`config.mk`:
```
export PLATFORM = sky130hd
export DESIGN_NAME = instr_cache
export DESIGN_NICKNAME = d
export VERILOG_FILES = /design/src/rtl/icache_pkg.sv /design/src/rtl/icache_word_sel.sv /design/src/rtl/instr_cache.sv
export SDC_FILE = /design/constraint.sdc
export NUM_CORES = 1
export LEC_CHECK = 0
export BUFFER_PORTS_ARGS = -buffer_cell sky130_fd_sc_hd__buf_2
export CAP_MARGIN = 20
export CORE_AREA = 2 2 357 182
export DETAILED_ROUTE_END_ITERATION = 6
export DIE_AREA = 0 0 359 184
export GPL_ROUTABILITY_DRIVEN = 0
export HOLD_SLACK_MARGIN = 0.12
export PLACE_DENSITY = 0.86
export SETUP_SLACK_MARGIN = 0.02
export SKIP_LAST_GASP = 1
export SYNTH_ARGS = -nofsm -noshare
export SYNTH_HDL_FRONTEND = slang
export SYNTH_HIERARCHICAL = 1
export SYNTH_SLANG_ARGS = --single-unit
export TNS_END_PERCENT = 50
```
`constraint.sdc`:
```
create_clock -name CLK -period 32.5 [get_ports CLK]
set_clock_uncertainty 0.2 [all_clocks]
set_input_delay 1.625 -clock CLK [delete_from_list [all_inputs] [get_ports CLK]]
set_output_delay 1.625 -clock CLK [all_outputs]
set_load 0.01 [all_outputs]
```
`src/rtl/icache_pkg.sv`:
```
// icache_pkg: shared FSM encoding and address field positions for the cache blocks
package icache_pkg;
  typedef enum logic [1:0] {
    S_IDLE     = 2'd0,
    S_MEM_READ = 2'd1,
    S_UPDATE   = 2'd2
  } state_t;
  localparam int TAG_MSB = 9;
  localparam int TAG_LSB = 7;
  localparam int IDX_MSB = 6;
  localparam int IDX_LSB = 4;
  localparam int OFF_MSB = 3;
  localparam int OFF_LSB = 2;
  localparam int BLOCK_W = 128;
endpackage

```
`src/rtl/icache_word_sel.sv`:
```
// icache_word_sel: pick one 32-bit word out of a cache block by word offset
module icache_word_sel #(
  parameter int WORDS = 4
) (
  input  logic [32*WORDS-1:0]       block,
  input  logic [$clog2(WORDS)-1:0]  off,
  output logic [31:0]               word
);
  assign word = block[32*off +: 32];
endmodule

```
`src/rtl/instr_cache.sv`:
```
// instr_cache: direct-mapped read-only instruction cache; ICACHE_PERF_CNT_EN adds hit/miss counters
module instr_cache
  import icache_pkg::*;
#(
  parameter int ADDR_W          = 10,
  parameter int NUM_SETS        = 8,
  parameter int WORDS_PER_BLOCK = 4
) (
  input  logic               CLK,
  input  logic               RESET,
  input  logic               READ,
  input  logic [ADDR_W-1:0]  ADDRESS,
  output logic [31:0]        INSTRUCTION,
  output logic               BUSYWAIT,
  output logic               MEM_READ,
  output logic [5:0]         MEM_ADDRESS,
  input  logic [BLOCK_W-1:0] MEM_READDATA,
  input  logic               MEM_BUSYWAIT
`ifdef ICACHE_PERF_CNT_EN
  ,
  output logic [15:0]        HIT_COUNT,
  output logic [15:0]        MISS_COUNT
`endif
);
  state_t state, next;
  logic [TAG_MSB-TAG_LSB:0] tag;
  logic [IDX_MSB-IDX_LSB:0] idx;
  logic [OFF_MSB-OFF_LSB:0] off;
  logic [NUM_SETS-1:0] valid;
  logic [TAG_MSB-TAG_LSB:0] tag_mem [NUM_SETS];
  logic [BLOCK_W-1:0] data_mem [NUM_SETS];
  logic hit;
  logic unused_ok;
  assign tag = ADDRESS[TAG_MSB:TAG_LSB];
  assign idx = ADDRESS[IDX_MSB:IDX_LSB];
  assign off = ADDRESS[OFF_MSB:OFF_LSB];
  assign unused_ok = ^ADDRESS[1:0];
  assign hit = READ & valid[idx] & (tag_mem[idx] == tag);
  assign MEM_ADDRESS = {tag, idx};
  icache_word_sel #(.WORDS(WORDS_PER_BLOCK)) u_word_sel (
    .block(data_mem[idx]),
    .off  (off),
    .word (INSTRUCTION)
  );
  // state register; reset abandons any fill in flight
  always_ff @(posedge CLK or posedge RESET)
    if (RESET) state <= S_IDLE;
    else state <= next;
  // next state and handshake outputs; BUSYWAIT is forced low while reset is held
  always_comb begin
    next = state == S_IDLE     ? (READ & ~hit ? S_MEM_READ : S_IDLE) :
           state == S_MEM_READ ? (MEM_BUSYWAIT ? S_MEM_READ : S_UPDATE) : S_IDLE;
    MEM_READ = state == S_MEM_READ;
    BUSYWAIT = ~RESET & ((READ & ~hit) | (state != S_IDLE));
  end
  // valid bits are the only storage cleared by reset
  always_ff @(posedge CLK or posedge RESET)
    if (RESET) valid <= '0;
    else if (state == S_UPDATE) valid[idx] <= 1'b1;
  // line fill; address is held stable by the CPU for the whole miss
  always_ff @(posedge CLK)
    if (state == S_UPDATE) begin
      data_mem[idx] <= MEM_READDATA;
      tag_mem[idx]  <= tag;
    end
`ifdef ICACHE_PERF_CNT_EN
  // saturating counters: served fetches and miss starts
  always_ff @(posedge CLK or posedge RESET)
    if (RESET) begin
      HIT_COUNT  <= '0;
      MISS_COUNT <= '0;
    end else begin
      if (state == S_IDLE && hit && HIT_COUNT != '1) HIT_COUNT <= HIT_COUNT + 16'd1;
      if (state == S_IDLE && next == S_MEM_READ && MISS_COUNT != '1) MISS_COUNT <= MISS_COUNT + 16'd1;
    end
`endif
endmodule

```
# Yosys cells after proc, flatten, opt, wreduce, memory -nomap -nowiden
# Memory sizes are Yosys's and may differ from the RTL's.
# Index checks and enable logic that the tools add are counted.
# W data, S select, Z words.
[totals]
regBits = 10
ram_bits = 1048
input_bits = 142
output_inout_bits = 40
elab_cells = 31
memories = 2
[classes]
order_cmp = 2
eq_ne = 3
shift = 1
mux = 10
bitwise_logic = 8
n_reduce_logical = 3
[memory_table]
columns = ["name", "depth", "word_bits", "read_ports", "rd_ports_with_merged_regs", "write_ports", "line_no", "source"]
rows = [
  ["data_mem", 8, 128, 1, 0, 1, "instr_cache.sv:31", "logic [BLOCK_W-1:0] data_mem [NUM_SETS];"],
  ["tag_mem", 8, 3, 1, 0, 1, "instr_cache.sv:30", "logic [TAG_MSB-TAG_LSB:0] tag_mem [NUM_SETS];"],
]
[op_table]
columns = ["cell", "count"]
rows = [
  ["$shiftx A128 B8 Y32", 1],
  ["$or A8 B8 Y8", 1],
  ["$mux W2", 3],
  ["$mux W1", 5],
  ["$and A1 B1 Y1", 4],
  ["$lt A3 B4 Y1 const B", 1],
  ["$bmux W1 S3", 1],
  ["$demux W1 S3", 1],
  ["$eq A3 B3 Y1", 1],
  ["$ge A3 B1 Y1 const B", 1],
  ["$eq A2 B1 Y1 const B", 1],
  ["$eq A2 B2 Y1 const B", 1],
  ["$logic_not A2 Y1", 1],
  ["$not A1 Y1", 2],
  ["$reduce_bool A2 Y1", 1],
  ["$logic_and A1 B1 Y1", 1],
  ["$or A1 B1 Y1", 1],
]

# Depth between registers and ports, before layout
[depth]
ltp_word = 8
ltp_mapped = 6
mapped_depth_nobuf = 5

# Hierarchy
# The synthesis kept the hierarchy.
[by_module_without_submodules]
columns = ["module", "n_inst", "cells_each", "area_each_um2", "seq_area_each_um2"]
rows = [
  ["instr_cache", 1, 1572, 39739.4, 31720.4],
  ["icache_word_sel", 1, 39, 814.5, 0.0],
]

# Worst setup path before layout
# No wires, ideal clock.
[synth_timing]
kind = "in2reg"
startpoint = "input ADDRESS[4]"
endpoint = "memory data_mem[1][0], enable pin"
setup_time_ns = 0.783
arrival_time_ns = 11.417
t_required_ns = 31.517
setup_slack_ns = 20.100
path_stages = 5
n_path_buf = 3
cell_sequence = "buf_4 -> buf_2 -> buf_2 -> nand3b_1 -> nor3_1"
[synth_rtl]
columns = ["item", "line_no", "source"]
rows = [
  ["from (decl)", "instr_cache.sv:12", "input logic [ADDR_W-1:0] ADDRESS,"],
  ["to (decl)", "instr_cache.sv:31", ""],
]
# No word-level cell before the write port.

# Final worst setup path
[layout_timing]
startpoint = "input ADDRESS[6]"
endpoint = "output INSTRUCTION[1]"
[layout_via]
elab_chain_cells = 2
[layout_lines]
columns = ["item", "line_no", "source"]
rows = [
  ["$mem_v2 Z8 W128", "n/a", ""],
  ["$shiftx A128 B8 Y32", "icache_word_sel.sv:9", "assign word = block[32*off +: 32];"],
  ["to (decl)", "instr_cache.sv:13", "output logic [31:0] INSTRUCTION,"],
]
# Every way passes these cells.

==> metrics.txt <==
status=complete, no violations; initial antenna violation count=37; sequential power share=0.545; Detail Placement HPWL=52.6 mm; combinational power share=0.065; Setup Crit Path Kind=in2out; Cell Chain, Critical Path=buf_8, buf_4, buf_4, mux4_2, mux2_2, mux4_1, buf_2; min cycle time layout=7.54 ns; largest cells by area after synthesis=edfxtp_1 78%, mux4_2 16%, mux2_2 3.6%; hold wc startpoint=valid[7]; Setup crit start=ADDRESS[6]; Peak Freq=133 MHz; P&R area growth vs syn=11.8%; clock latency at the later pin of the worst-skew pair=0.64 ns; CP dominant cell by count=buf_4; Int Power=2.21 mW; sw frac=0.222; core area=62700 um2; CTS Buffer Depth=3; Synth top area share=0.776; first-pass GRT wire length=149 mm; final instance area=45300 um2; setup TNS=0 ns; reg2reg start=state[0]; nets@finish=1963; Yosys reg bits=1058; H-tree depth=3; CTS Hold Buffers Added=0; Starting Density=0.647; Post-CTS Setup Inserts=0; IO Count=182; Reg-to-Reg End=data_mem[0][92]; WL final=106 mm; Setup crit start kind=primary input; non-filler instance count after layout=2751; CP arrival=5.71 ns; clock slew seen by the registers of the worst setup and hold paths=0.07 ns; Slew HR=0.254; clock share of power=0.390; Die H=184 um; clk root buf=clkbuf_16; unrepaired setup endpoints after global routing=no; Netlist Area Pre-Place=40600 um2; Slew @ Worst Pin=1.12 ns; Yosys cell types=26; DR pass1 iterations=6; Hold Crit Depth=1; layout cell share with drive strength beyond 1=0.405; yosys synthesis warning count=6; initial drt markers=3876; min-delay worst type=reg2reg; sequential area share after synthesis=0.782; CP Max Fanout=95; Worst Hold End=valid[7]; CTS tree=done; largest stage delay on the critical path=0.94 ns; Synth Instances=1611; Psw=0.631 mW; total leakage power=14.4 nW; Congestion Overflow GR=0; Final Util=0.723; post-route worst setup slack=24.96 ns; Pwr Total=2.84 mW; All-Layer GR Usage=0.322; r2r worst-path depth=6; Syn Area/Cell=25.2 um2; Rows=65; maximum VDD drop=0.0000392 V; worst path required time=30.67 ns; Post-Syn Nets=1753; vias=19900; Routed Antenna Nets=0; slowest CP cell=buf_4; P per Cell Area=62.7 nW/um2; setup violators final=0; Resize count post-CTS=0; Yosys top cell by area=edfxtp_1; die area=66100 um2; placed insts=2569; DRC viols=0; Worst Hold Slack=0.280 ns; vias per cell=7.25; Max Slew Vio Count=0; cts bufs inserted=87; WL/cell=38.4 um; Placed Area=42400 um2; period utilization=0.232; vias in the first global route=19900; crit end category=output port; flop-to-flop setup slack=28.12 ns; maxcap violations=0; Port-buffer cells=179; Final Hold Viols=0; dpl ws=25.07 ns; DIE WIDTH=359 um; largest net degree at the start of global routing=122; CTS sink cnt=1058
[metal layers]
layer  share of wire  routed length [um]  global-route usage
met1            0.34               36400               0.448
met2            0.49               51600               0.516
met3            0.13               13900              0.0763
met4           0.035                3690               0.108
met5         0.00058                  61                   0
[cells in the final DEF (no fill, tap or decap), types with 2 or more instances in the layout]
master / n
mux4_2: 291
or2_1: 6
inv_16: 2
clkinv_1: 11
clkinvlp_4: 3
clkbuf_16: 89
diode_2: 26
or2_2: 2
clkinv_2: 16
clkbuf_8: 2
buf_12: 3
nand2b_1: 2
buf_4: 25
mux2_2: 128
nor2_1: 2
mux2i_1: 13
bufinv_16: 11
buf_8: 2
buf_2: 176
mux4_1: 2
clkinv_8: 2
nor2b_1: 2
buf_6: 2
nor2_4: 6
nor3_2: 2
clkbuf_1: 19
edfxtp_1: 1048
xnor2_1: 3
dfrtp_1: 10
[worst max-delay path, delay by kind of cell]
family	cells	cell delay, ns
buffers and inverters	4	2.55
multiplexers	3	1.34
[cell type report]
| type | instances | area, um2 |
|---|---|---|
| clock inverter | 46 | 556 |
| inverter | 1 | 3.75 |
| sequential | 1058 | 31700 |
| clock buffer | 110 | 2330 |
| antenna | 26 | 65.1 |
| fill | 3030 | 17400 |
| tap | 837 | 1050 |
| timing repair buffer | 208 | 1180 |
| multi-input combinational | 465 | 8420 |
[cells by family after synthesis]
logic type / synth area share
AO/OA/AOI/OAI: 0.000463
XOR/XNOR: 0.000648
buffers and inverters: 0.0114
multiplexers: 0.202
AND/OR/NAND/NOR: 0.00361
flip-flops: 0.782
[Yosys cell counts]
library cell	number
nor2_1	8
a32o_1	1
buf_1	17
mux2_2	128
xnor2_1	3
or2_2	2
buf_4	8
mux4_1	2
or4_4	1
nand2b_1	2
clkbuf_1	25
nand2_1	1
buf_2	32
or2_1	6
edfxtp_1	1048
mux2i_1	13
a31o_1	1
dfrtp_1	10
inv_1	1
nand3b_1	1
nor2b_1	2
buf_12	3
or3b_1	1
nor3_1	2
buf_6	2
mux4_2	291
[state kept, by name, summed over array words and instances (netlist names)]
register	count
state	2
valid	8
data_mem	1024
tag_mem	24
[worst max-delay path by stage]
stage	endpoint	slack (ns)	cells after the start
2_1_floorplan	data_mem[1][0]	20.10	5
3_3_place_gp	INSTRUCTION[1]	25.08	7
3_5_place_dp	INSTRUCTION[1]	25.07	7
4_1_cts	INSTRUCTION[1]	25.10	7
5_1_grt	INSTRUCTION[1]	24.95	7
6_report	INSTRUCTION[1]	24.96	7
[power by group through the flow]
stage	clock network, mW	registers, mW	logic (mW)
detailed placement	0	1.57	0.175
finish	1.11	1.55	0.185
global placement	0	1.57	0.167
floorplan	0	1.58	0.105
global route	1.15	1.55	0.192
CTS	1.11	1.55	0.182
Power figures use the tool's default switching activity.
